`src/rtl/imem_arbiter_pkg.sv`:
```
// ----------------------------------------------------------------------------
// imem_arbiter_pkg
//   Shared definitions for the instruction-memory arbiter slice: default
//   memory geometry, counter widths, the 2-bit FSM state codes and a small
//   state-decode helper.
// ----------------------------------------------------------------------------
package imem_arbiter_pkg;

    // Default instruction memory geometry.
    localparam int MEM_ADDR_LEN  = 16;
    localparam int INST_WORD_LEN = 32;

    // Read-latency down-counter and loader run counter widths (values 0..7).
    localparam int LAT_CNT_W = 3;
    localparam int RUN_CNT_W = 3;

    // FSM state codes, kept as plain constants for legacy compatibility.
    localparam logic [1:0] IMEM_ST_IDLE    = 2'd0;
    localparam logic [1:0] IMEM_ST_RD      = 2'd1;
    localparam logic [1:0] IMEM_ST_RD_WAIT = 2'd2;
    localparam logic [1:0] IMEM_ST_WR      = 2'd3;

    // True while a fetch read owns the memory pipeline.
    function automatic logic is_read_state(input logic [1:0] st);
        return (st == IMEM_ST_RD) || (st == IMEM_ST_RD_WAIT);
    endfunction

endpackage

```
`src/rtl/imem_rd_tracker.sv`:
```
// ----------------------------------------------------------------------------
// imem_rd_tracker
//   Tracks one in-flight fetch read: a latency down-counter that times the
//   sample point of mem_rdata, and a drop flag that remembers a jump flush so
//   the returning word is discarded.
//
//   Ports
//     clk        in   rising-edge clock
//     rst        in   asynchronous, active-low reset
//     rd_start   in   read granted this cycle (counter loads READ_LAT)
//     rd_active  in   FSM is in RD or RD_WAIT
//     rd_wait    in   FSM is in RD_WAIT
//     f_flush    in   jump taken: discard the in-flight read
//     rd_done    out  last RD_WAIT cycle; mem_rdata is valid now
//     rd_drop    out  the current read must not produce f_valid
// ----------------------------------------------------------------------------
module imem_rd_tracker
    import imem_arbiter_pkg::*;
#(
    parameter int READ_LAT = 2
) (
    input  logic clk,
    input  logic rst,
    input  logic rd_start,
    input  logic rd_active,
    input  logic rd_wait,
    input  logic f_flush,
    output logic rd_done,
    output logic rd_drop
);

    logic [LAT_CNT_W-1:0] lat_cnt;
    logic                 drop_q;

    // The counter holds READ_LAT during RD, so it reaches zero in the cycle
    // the memory presents the word: READ_LAT cycles after the RD cycle.
    assign rd_done = rd_wait && (lat_cnt == '0);

    // A flush in the very cycle the data is sampled must also suppress it,
    // hence the combinational term next to the stored flag.
    assign rd_drop = drop_q || (rd_active && f_flush);

    // NOTE: state registers use non-blocking assignments so every flop samples
    // the pre-edge value of every other flop, independent of block order.
    always_ff @(posedge clk or negedge rst) begin
        if (!rst) begin
            lat_cnt <= '0;
            drop_q  <= 1'b0;
        end else begin
            if (rd_start) begin
                lat_cnt <= LAT_CNT_W'(READ_LAT);
            end else if (lat_cnt != '0) begin
                lat_cnt <= lat_cnt - LAT_CNT_W'(1);
            end

            if (rd_start || rd_done) begin
                drop_q <= 1'b0;
            end else if (rd_active && f_flush) begin
                drop_q <= 1'b1;
            end
        end
    end

endmodule

```
`src/rtl/imem_arbiter.sv`:
```
// ----------------------------------------------------------------------------
// imem_arbiter
//   Controller for the single-port instruction memory shared by the fetch
//   stage (reads, one outstanding) and the program loader (writes). Arbitrates
//   in IDLE, sequences the fixed-latency read pipeline, returns fetch data and
//   discards reads made stale by a jump flush. All outputs are registered.
//
//   Build option
//     STARVE_GUARD_EN  when defined, after MAX_RUN consecutive loader grants
//                      with f_req pending the next grant goes to fetch.
//                      When undefined the loader has strict priority.
//
//   Ports
//     clk, rst                   clock / asynchronous active-low reset
//     f_req, f_addr, f_flush     fetch read request, address, jump flush
//     f_ack, f_valid, f_data     fetch accept pulse, data pulse, read word
//     l_req, l_addr, l_wdata     loader write request, address, data
//     l_ack                      loader write-performed pulse
//     mem_en, mem_we, mem_addr,  memory access strobe, write enable,
//     mem_wdata, mem_rdata       address, write data, read data
//     busy                       FSM not in IDLE
// ----------------------------------------------------------------------------
module imem_arbiter
    import imem_arbiter_pkg::*;
#(
    parameter int ADDR_W   = MEM_ADDR_LEN,
    parameter int DATA_W   = INST_WORD_LEN,
    parameter int READ_LAT = 2,
    parameter int MAX_RUN  = 4
) (
    input  logic              clk,
    input  logic              rst,
    input  logic              f_req,
    input  logic [ADDR_W-1:0] f_addr,
    input  logic              f_flush,
    output logic              f_ack,
    output logic              f_valid,
    output logic [DATA_W-1:0] f_data,
    input  logic              l_req,
    input  logic [ADDR_W-1:0] l_addr,
    input  logic [DATA_W-1:0] l_wdata,
    output logic              l_ack,
    output logic              mem_en,
    output logic              mem_we,
    output logic [ADDR_W-1:0] mem_addr,
    output logic [DATA_W-1:0] mem_wdata,
    input  logic [DATA_W-1:0] mem_rdata,
    output logic              busy
);

    // Both counters are 3 bits wide; reject configurations they cannot hold.
    if (READ_LAT < 1 || READ_LAT > 7 || MAX_RUN < 1 || MAX_RUN > 7) begin : g_bad_param
        $error("imem_arbiter: READ_LAT and MAX_RUN must be in 1..7");
    end

    logic [1:0] state_q;
    logic [1:0] state_d;
    logic       in_idle;
    logic       force_fetch;
    logic       grant_wr;
    logic       grant_rd;
    logic       rd_done;
    logic       rd_drop;
    logic       deliver;

    assign in_idle  = (state_q == IMEM_ST_IDLE);
    assign grant_wr = in_idle && l_req && !force_fetch;
    assign grant_rd = in_idle && f_req && !grant_wr;
    assign deliver  = rd_done && !rd_drop;

`ifdef STARVE_GUARD_EN
    logic [RUN_CNT_W-1:0] run_q;

    // Counts loader grants that bypassed a waiting fetch; any fetch grant or
    // an idle fetch side restarts the count.
    always_ff @(posedge clk or negedge rst) begin
        if (!rst) begin
            run_q <= '0;
        end else if (grant_rd || !f_req) begin
            run_q <= '0;
        end else if (grant_wr) begin
            run_q <= run_q + RUN_CNT_W'(1);
        end
    end

    assign force_fetch = f_req && (run_q == RUN_CNT_W'(MAX_RUN));
`else
    assign force_fetch = 1'b0;
`endif

    // NOTE: every variable assigned in this block gets a default first, so no
    // path leaves it unassigned and no latch is inferred.
    always_comb begin
        state_d = state_q;
        case (state_q)
            IMEM_ST_IDLE: begin
                if (grant_wr) begin
                    state_d = IMEM_ST_WR;
                end else if (grant_rd) begin
                    state_d = IMEM_ST_RD;
                end
            end
            IMEM_ST_RD:      state_d = IMEM_ST_RD_WAIT;
            IMEM_ST_RD_WAIT: if (rd_done) state_d = IMEM_ST_IDLE;
            IMEM_ST_WR:      state_d = IMEM_ST_IDLE;
            default:         state_d = IMEM_ST_IDLE;
        endcase
    end

    imem_rd_tracker #(
        .READ_LAT (READ_LAT)
    ) u_rd_tracker (
        .clk       (clk),
        .rst       (rst),
        .rd_start  (grant_rd),
        .rd_active (is_read_state(state_q)),
        .rd_wait   (state_q == IMEM_ST_RD_WAIT),
        .f_flush   (f_flush),
        .rd_done   (rd_done),
        .rd_drop   (rd_drop)
    );

    // NOTE: the datapath registers (f_data, mem_addr, mem_wdata) are reset too,
    // because every output must read 0 while reset is held.
    always_ff @(posedge clk or negedge rst) begin
        if (!rst) begin
            state_q   <= IMEM_ST_IDLE;
            f_ack     <= 1'b0;
            l_ack     <= 1'b0;
            f_valid   <= 1'b0;
            f_data    <= '0;
            mem_en    <= 1'b0;
            mem_we    <= 1'b0;
            mem_addr  <= '0;
            mem_wdata <= '0;
            busy      <= 1'b0;
        end else begin
            state_q <= state_d;
            busy    <= (state_d != IMEM_ST_IDLE);

            // Access outputs are driven by the grant so they appear in the
            // RD/WR cycle itself; they fall back to 0 in every other cycle.
            f_ack  <= grant_rd;
            l_ack  <= grant_wr;
            mem_en <= grant_rd || grant_wr;
            mem_we <= grant_wr;

            if (grant_wr) begin
                mem_addr  <= l_addr;
                mem_wdata <= l_wdata;
            end else if (grant_rd) begin
                mem_addr <= f_addr;
            end

            f_valid <= deliver;
            if (deliver) begin
                f_data <= mem_rdata;
            end
        end
    end

endmodule
```
`config.mk`:
```
export PLATFORM = sky130hd
export DESIGN_NAME = imem_arbiter
export DESIGN_NICKNAME = d
export VERILOG_FILES = /design/src/rtl/imem_arbiter_pkg.sv /design/src/rtl/imem_rd_tracker.sv /design/src/rtl/imem_arbiter.sv
export SDC_FILE = /design/constraint.sdc
export NUM_CORES = 1
export LEC_CHECK = 0
export ABC_AREA = 1
export CAP_MARGIN = 20
export CORE_MARGIN = 2
export CORE_UTILIZATION = 43
export DETAILED_ROUTE_END_ITERATION = 7
export MAX_ROUTING_LAYER = met4
export PLACE_DENSITY = 0.85
export SLEW_MARGIN = 5
export SYNTH_ARGS = -nofsm -noshare
export SYNTH_HDL_FRONTEND = slang
export SYNTH_SLANG_ARGS = --single-unit
export TNS_END_PERCENT = 50
```
`constraint.sdc`:
```
create_clock -name clk -period 2.1 [get_ports clk]
set_input_delay 0.42 -clock clk [delete_from_list [all_inputs] [get_ports clk]]
set_output_delay 0.42 -clock clk [all_outputs]
set_load 0.03 [all_outputs]
```
==> impl_results.md, run 1 <==
* Run status: finished clean
* Reg clk slew, reported paths at 0.09 ns
* Clock power frac at 0.124
* Setup TNS at 0 ns
* Post-DP HPWL at 7480 um
* Synth Cell Area at 0.00375 mm2
* Worst-margin pin slew at 0.535 ns
* Combinational power share at 0.549
* Die W at 97.4 um
* EDFF count, synth at 0
* Setup ws final at 0.269 ns
* CP bufs+invs at 1
* Reg power frac at 0.327
* Reg2Reg Depth at 7
* Cell leakage power at 2.80 nW
* Top-area cell type share of the netlist area at 0.607
* Clock Latency Late Sink at 0.35 ns
* Routed Antenna Nets at 0
* Final Hold Viols at 0
* Critical path endpoint category: output port
* Diode count at 0
* Yosys cell types at 21
* Count of final max-slew check failures at 0
* Peak VDD IR at 0.769 mV
* Most common cell in the netlist: nand2_1
* Critical path startpoint: mem_addr[3]$_DFFE_PN0P_
* Sw frac at 0.440
* NumNets Final at 702
* Share of layout cells above drive strength 1 at 0.0499
* Crit start category: flop
* Synth area leader: dfrtp_1
* Cells after Synth at 414
* Post-synth top cells: nand2_1, dfrtp_1, o21ai_1, nor2_1, nand3_1
* Syn_nets at 520
* CP Data Arrival Time at 1.41 ns
* Int Power at 5.16 mW
* Vias per inst at 4.74
* CTS HTree Levels at 3
* DR iter-0 viols at 121
* Clock skew at 0.0111 ns
* Num ports at 187
* # resized after CTS at 0
* Pwr per Cell Area at 1580 mW/mm2
* Placed instance count at 693
* Slowest stage cell, crit path: clkdlybuf4s50_1
* Critical Path RT at 1.68 ns
* Post-place setup slack at 0.329 ns
* Fillers at 705
* Total GRT Usage at 0.219
* Reg2reg setup slack at 0.31 ns
* Synth area leaders: dfrtp_1, nand2_1, o21ai_1
* Core footprint at 0.00859 mm2
* Gr ovfl total at 0
* P_sw at 4.04 mW
* Num CTS Buffers at 9
* Fraction of registers with async set/reset at 1.00
* Die H at 97.4 um
* CTS Sinks at 91
* Mean Syn Cell Area at 9.05 um2
* Vias in the first global route at 3449
* Fraction of the cycle the final worst path needs at 0.872
* Post-Route WL at 9990 um
* RSZ-0062 raised after global routing: no
* Global-route wire length before repair at 16400 um
* Fmax at 546 MHz
* Largest net degree at the start of global routing at 46
* Reg2reg end: f_data[25]$_DFFE_PN0P_
* TritonRoute pass-1 iters at 4
* Setup-failing EPs final at 0
* Primary FF master, synth: dfrtp_1
* Residual DRC at 0
* CTS Hold Bufs at 0
* Slew margin rel. at 0.643
* Max-cap violations at 0
* Worst setup path class: flop to output port
* Warnings from Yosys at 0
* FF-to-FF Start: u_rd_tracker.lat_cnt[0]$_DFFE_PN0P_
* #FFs+latches synth at 91
* Top Family by Delay on Critical Path: buffers and inverters
* Clk root buf: clkbuf_8
* Vias at 3363
* Syn-to-layout area delta at 55.6%
* Min Tclk post-route at 1.83 ns
* Non-filler cells, final at 709
* WL/cell at 14.1 um
* Max incr delay on CP at 0.70 ns
* Crit path max fanout at 2
* Cells along the critical path: clkdlybuf4s50_1
* Row cnt at 34
* Sequential fraction of the synthesis area at 0.607
* Clk buf depth at 2
* Number of post-CTS setup repair buffers at 0
* Initial Utilization at 0.436
* Routability cong. at 0.818
* Post-Route Utilization at 0.679
* Initial antenna violation count at 0
* CTS tree: built
* Die Area at 0.00948 mm2
* Hold Path Class: input pin to asynchronous set/reset pin
* Port Buffers at 186
-- layer usage --
metal	global-route usage	share of wire
met1	0.265	0.41
met2	0.365	0.52
met3	0.0309	0.043
met4	0.103	0.032
met5	-	0
-- kinds of logic (layout without fill, tap and decap cells) --
family,after synthesis,after routing,synth area share
simple gates,247,247,0.265
flops,91,91,0.607
compound gates,37,37,0.0527
buf+inv,34,221,0.0584
fa+ha+maj,5,5,0.0167
-- through the flow --
stage                     hold WS, ns  power (mW)  area [um2]
after floorplan                 0.124        6.00        3750
after global routing           0.0652        9.76        5830
final                          0.0365        9.20        5830
after detailed placement        0.437        8.11        5650
after CTS                      0.0540        9.28        5830
after global placement          0.421        7.96        5650
-- area by class of cell --
cell class              count  area [um2]  share of cell area
clock inverters             4        51.3             0.00879
flip-flops and latches     91        2280               0.390
inverters                  12        45.0             0.00772
clock buffers              12         135              0.0232
multi-input cells         289        1250               0.215
well taps                 108         135              0.0232
repair buffers            193        1940               0.332
-- cells in the final DEF, fill, tap and decap left out --
master / instances
o211ai_1: 1
clkinv_4: 1
inv_2: 2
o21ai_1: 24
clkinvlp_4: 1
dfrtp_1: 91
ha_1: 5
clkdlybuf4s50_1: 185
a21oi_1: 2
nand2_1: 203
nor2_1: 21
a21oi_2: 1
o21ai_0: 7
nor3_1: 1
inv_1: 10
buf_12: 2
nand2_4: 3
o21ai_2: 1
bufinv_16: 1
clkbuf_1: 3
clkbuf_8: 9
buf_4: 6
nand2_2: 1
nand3_1: 17
clkinv_2: 1
nand4_4: 1
a21o_1: 1
-- power by group through the flow --
stage	sequential [mW]	clock [mW]	combinational (mW)
after floorplan	4.50	0	1.50
after global placement	3.00	0	4.96
after detailed placement	3.02	0	5.09
after CTS	3.01	1.17	5.10
after global routing	3.10	1.25	5.41
final	3.00	1.14	5.05
-- state kept, by name, summed over array words and instances (netlist names) --
register,flops
u_rd_tracker.drop_q,1
f_data,32
mem_we,1
busy,1
f_ack,1
f_valid,1
u_rd_tracker.lat_cnt,3
mem_addr,16
mem_en,1
mem_wdata,32
state_q,2
-- worst max path at each step --
stage | slack (ns) | depth (start not counted) | endpoint
2_1_floorplan | 0.71 | 9 | f_data[10]$_DFFE_PN0P_
3_3_place_gp | 0.37 | 5 | mem_addr[11]$_DFFE_PN0P_
3_5_place_dp | 0.33 | 5 | mem_addr[15]$_DFFE_PN0P_
4_1_cts | 0.25 | 1 | f_data[16]
5_1_grt | 0.16 | 7 | f_data[1]$_DFFE_PN0P_
6_report | 0.27 | 1 | mem_addr[3]
(Power assumes the default switching activity.)
==> run 2: changes to the inputs <==
--- a/config.mk
+++ b/config.mk
@@ -5,11 +5,11 @@
 export SDC_FILE = /design/constraint.sdc
 export NUM_CORES = 1
 export LEC_CHECK = 0
-export ABC_AREA = 1
 export CAP_MARGIN = 20
 export CORE_MARGIN = 2
 export CORE_UTILIZATION = 43
 export DETAILED_ROUTE_END_ITERATION = 7
+export GPL_TIMING_DRIVEN = 0
 export MAX_ROUTING_LAYER = met4
 export PLACE_DENSITY = 0.85
 export SLEW_MARGIN = 5
==> run 2 against run 1 <==
Against the previous run:
- first-iteration DRC count shrank 60%
- final area grew 2.9%
- global-route usage shrank 1.9 points
- count of clock-buffer cells in the layout shrank 2
- critical endpoint is now mem_we
- largest power group unchanged
- highest routed layer unchanged
==> impl_results.md, run 2 <==
* Cells after Synth at 252 (-39%)
* Hold Path Class: input pin to asynchronous set/reset pin
* Syn-to-layout area delta at 59.5%
* Mean Syn Cell Area at 14.9 um2 (+65%)
* Largest net degree at the start of global routing at 54 (+17%)
* Placed inst area at 0.00579 mm2 (+2.5%)
* DR iter-0 viols at 48 (-60%)
* Pwr per Cell Area at 1610 mW/mm2 (+2.2%)
* Number of post-CTS setup repair buffers at 0 (unchanged)
* Synth area leader: dfrtp_1
* TritonRoute pass-1 iters at 4 (unchanged)
* Core footprint at 0.00859 mm2 (unchanged)
* Top Registers: f_data x32, mem_wdata x32, mem_addr x16
* Syn_nets at 358 (-31%)
* Post-DP HPWL at 6900 um (-7.8%)
* RSZ-0062 raised after global routing: no
* Min Tclk post-route at 1.87 ns (+0.0402 ns)
* Most common cell after layout, fill and taps aside: clkdlybuf4s50_1
* Reg clk slew, reported paths at 0.09 ns (about the same)
* WL/cell at 15.9 um (+13%)
* Clock skew at 0.00994 ns (-0.00116 ns)
* Port Buffers at 186 (unchanged)
* Setup-failing EPs final at 0 (unchanged)
* #FFs+latches synth at 91 (unchanged)
* Design area at 0.00600 mm2 (+2.9%)
* Total GRT Usage at 0.200 (-0.0192)
* Cell leakage power at 2.67 nW (-4.6%)
* Peak VDD IR at 0.688 mV (-11%)
* Clock Latency Late Sink at 0.35 ns (about the same)
* Synth Cell Area at 0.00376 mm2 (+0.40%)
* Clk root buf: clkbuf_8
* Slew margin rel. at 0.659 (+0.0160)
* Global-route wire length before repair at 14600 um (-11%)
* Synth area leaders: dfrtp_1, mux2_4, mux2_2
* Diode count at 0 (unchanged)
* CTS Hold Bufs at 0 (unchanged)
* Row cnt at 34 (unchanged)
* Routability cong. at 0.807 (-1.3%)
* Critical path endpoint category: output port
* Max-cap violations at 0 (unchanged)
* # resized after CTS at 0 (unchanged)
* Fraction of the cycle the final worst path needs at 0.891 (+0.0191)
* Die W at 97.6 um (+0.19%)
* Initial antenna violation count at 0 (unchanged)
* Run status: finished clean
* Vias per inst at 4.78 (+0.69%)
* Sequential fraction of the synthesis area at 0.605 (-0.00242)
* Vias at 2689 (-20%)
* Critical Path RT at 1.68 ns (about the same)
* Most common cell in the netlist: dfrtp_1
* Worst setup path class: flop to output port
* Num ports at 187 (unchanged)
* CTS tree: built
* Crit path max fanout at 2 (unchanged)
* NumNets Final at 556 (-21%)
* Num CTS Buffers at 9 (unchanged)
* Top-area cell type share of the netlist area at 0.605 (-0.00242)
* CTS HTree Levels at 3 (unchanged)
* Primary FF master, synth: dfrtp_1
* Share of layout cells above drive strength 1 at 0.211 (+0.161)
* Final Hold Viols at 0 (unchanged)
* CTS Sinks at 91 (unchanged)
* EDFF count, synth at 0 (unchanged)
* Crit start category: flop
* Fmax at 534 MHz (-2.1%)
* Initial Utilization at 0.438 (+0.00175)
* Post-synth top cells: dfrtp_1, mux2_2, mux2_4, nand2_1, mux2i_1
* Die Area at 0.00952 mm2 (+0.38%)
* Worst-margin pin slew at 0.512 ns (-0.0232 ns)
* Fraction of registers with async set/reset at 1.00 (unchanged)
* Post-Route WL at 8950 um (-10%)
* Warnings from Yosys at 0 (unchanged)
* Vias in the first global route at 2902 (-16%)
* Reg2Reg Depth at 7 (unchanged)
* CP Data Arrival Time at 1.45 ns (+0.04 ns)
* Clk buf depth at 2 (unchanged)
* Die H at 97.6 um (+0.19%)
* Yosys cell types at 27 (+29%)
* Most frequent cells in the layout: clkdlybuf4s50_1, dfrtp_1, mux2_2
* Gr ovfl total at 0 (unchanged)
* Routed Antenna Nets at 0 (unchanged)
* Count of final max-slew check failures at 0 (unchanged)
* Worst hold slack at 0.0356 ns (-0.000849 ns)
* Residual DRC at 0 (unchanged)
-- run 2: layout make-up --
class | count | area [um2]
fillers | 601 | 2590
flip-flops and latches | 91 | 2280
repair buffers | 187 | 1890
multi-input cells | 140 | 1330
plain buffers | 14 | 135
well taps | 108 | 135
clock buffers | 10 | 128
clock inverters | 6 | 88.8
inverters | 7 | 26.3
-- run 2: worst max-delay path, cell delays in order (launching register included) --
cell,delay (ns)
dfrtp_1,0.35
buf_4,0.10
clkdlybuf4s50_1,0.65
-- run 2: logic make-up after synthesis --
family                   count (synthesis)  synth area share
AO/OA/AOI/OAI                           24            0.0369
XOR/XNOR                                 1           0.00233
adder cells (fa/ha/maj)                  5            0.0166
buffers and inverters                   21            0.0429
flip-flops                              91             0.605
multiplexers                            80             0.263
AND/OR/NAND/NOR                         30            0.0332
-- run 2: final timing paths --
path	start	endpoint	slack [ns]
max	mem_we$_DFF_PN0_	mem_we	0.23
min	rst	f_data[6]$_DFFE_PN0P_	0.04
max reg2reg	state_q[1]$_DFF_PN0_	f_data[7]$_DFFE_PN0P_	0.24
min reg2reg	mem_addr[0]$_DFFE_PN0P_	mem_addr[0]$_DFFE_PN0P_	0.48
max in group asynchronous	rst	mem_addr[6]$_DFFE_PN0P_	1.44
min in group clk	mem_addr[0]$_DFFE_PN0P_	mem_addr[0]$_DFFE_PN0P_	0.48
-- run 2: power by group --
| part | switching [mW] | leakage (nW) | internal [mW] |
|---|---|---|---|
| clock network | 0.612 | 0.103 | 0.673 |
| logic | 2.79 | 1.46 | 2.54 |
| registers | 0.450 | 1.12 | 2.60 |
-- run 2: routing by layer --
| layer | wire, um | global-route usage | share of wire |
|---|---|---|---|
| met5 | 0 | - | 0 |
| met3 | 555 | 0.0417 | 0.062 |
| met1 | 3670 | 0.238 | 0.41 |
| met4 | 108 | 0.0652 | 0.012 |
| met2 | 4610 | 0.341 | 0.52 |
-- run 2: per-stage QoR --
step           setup slack (ns)  setup TNS [ns]  power (mW)  std cells   util
6_report                  0.229               0        9.67        563  0.698
5_1_grt                   0.137               0        10.2        563  0.698
4_1_cts                   0.206               0        9.77        563  0.698
3_5_place_dp              0.102               0        8.45        547  0.673
3_3_place_gp              -2.58         -234.58        8.30        546  0.670
2_1_floorplan             0.384               0        6.20        252      -
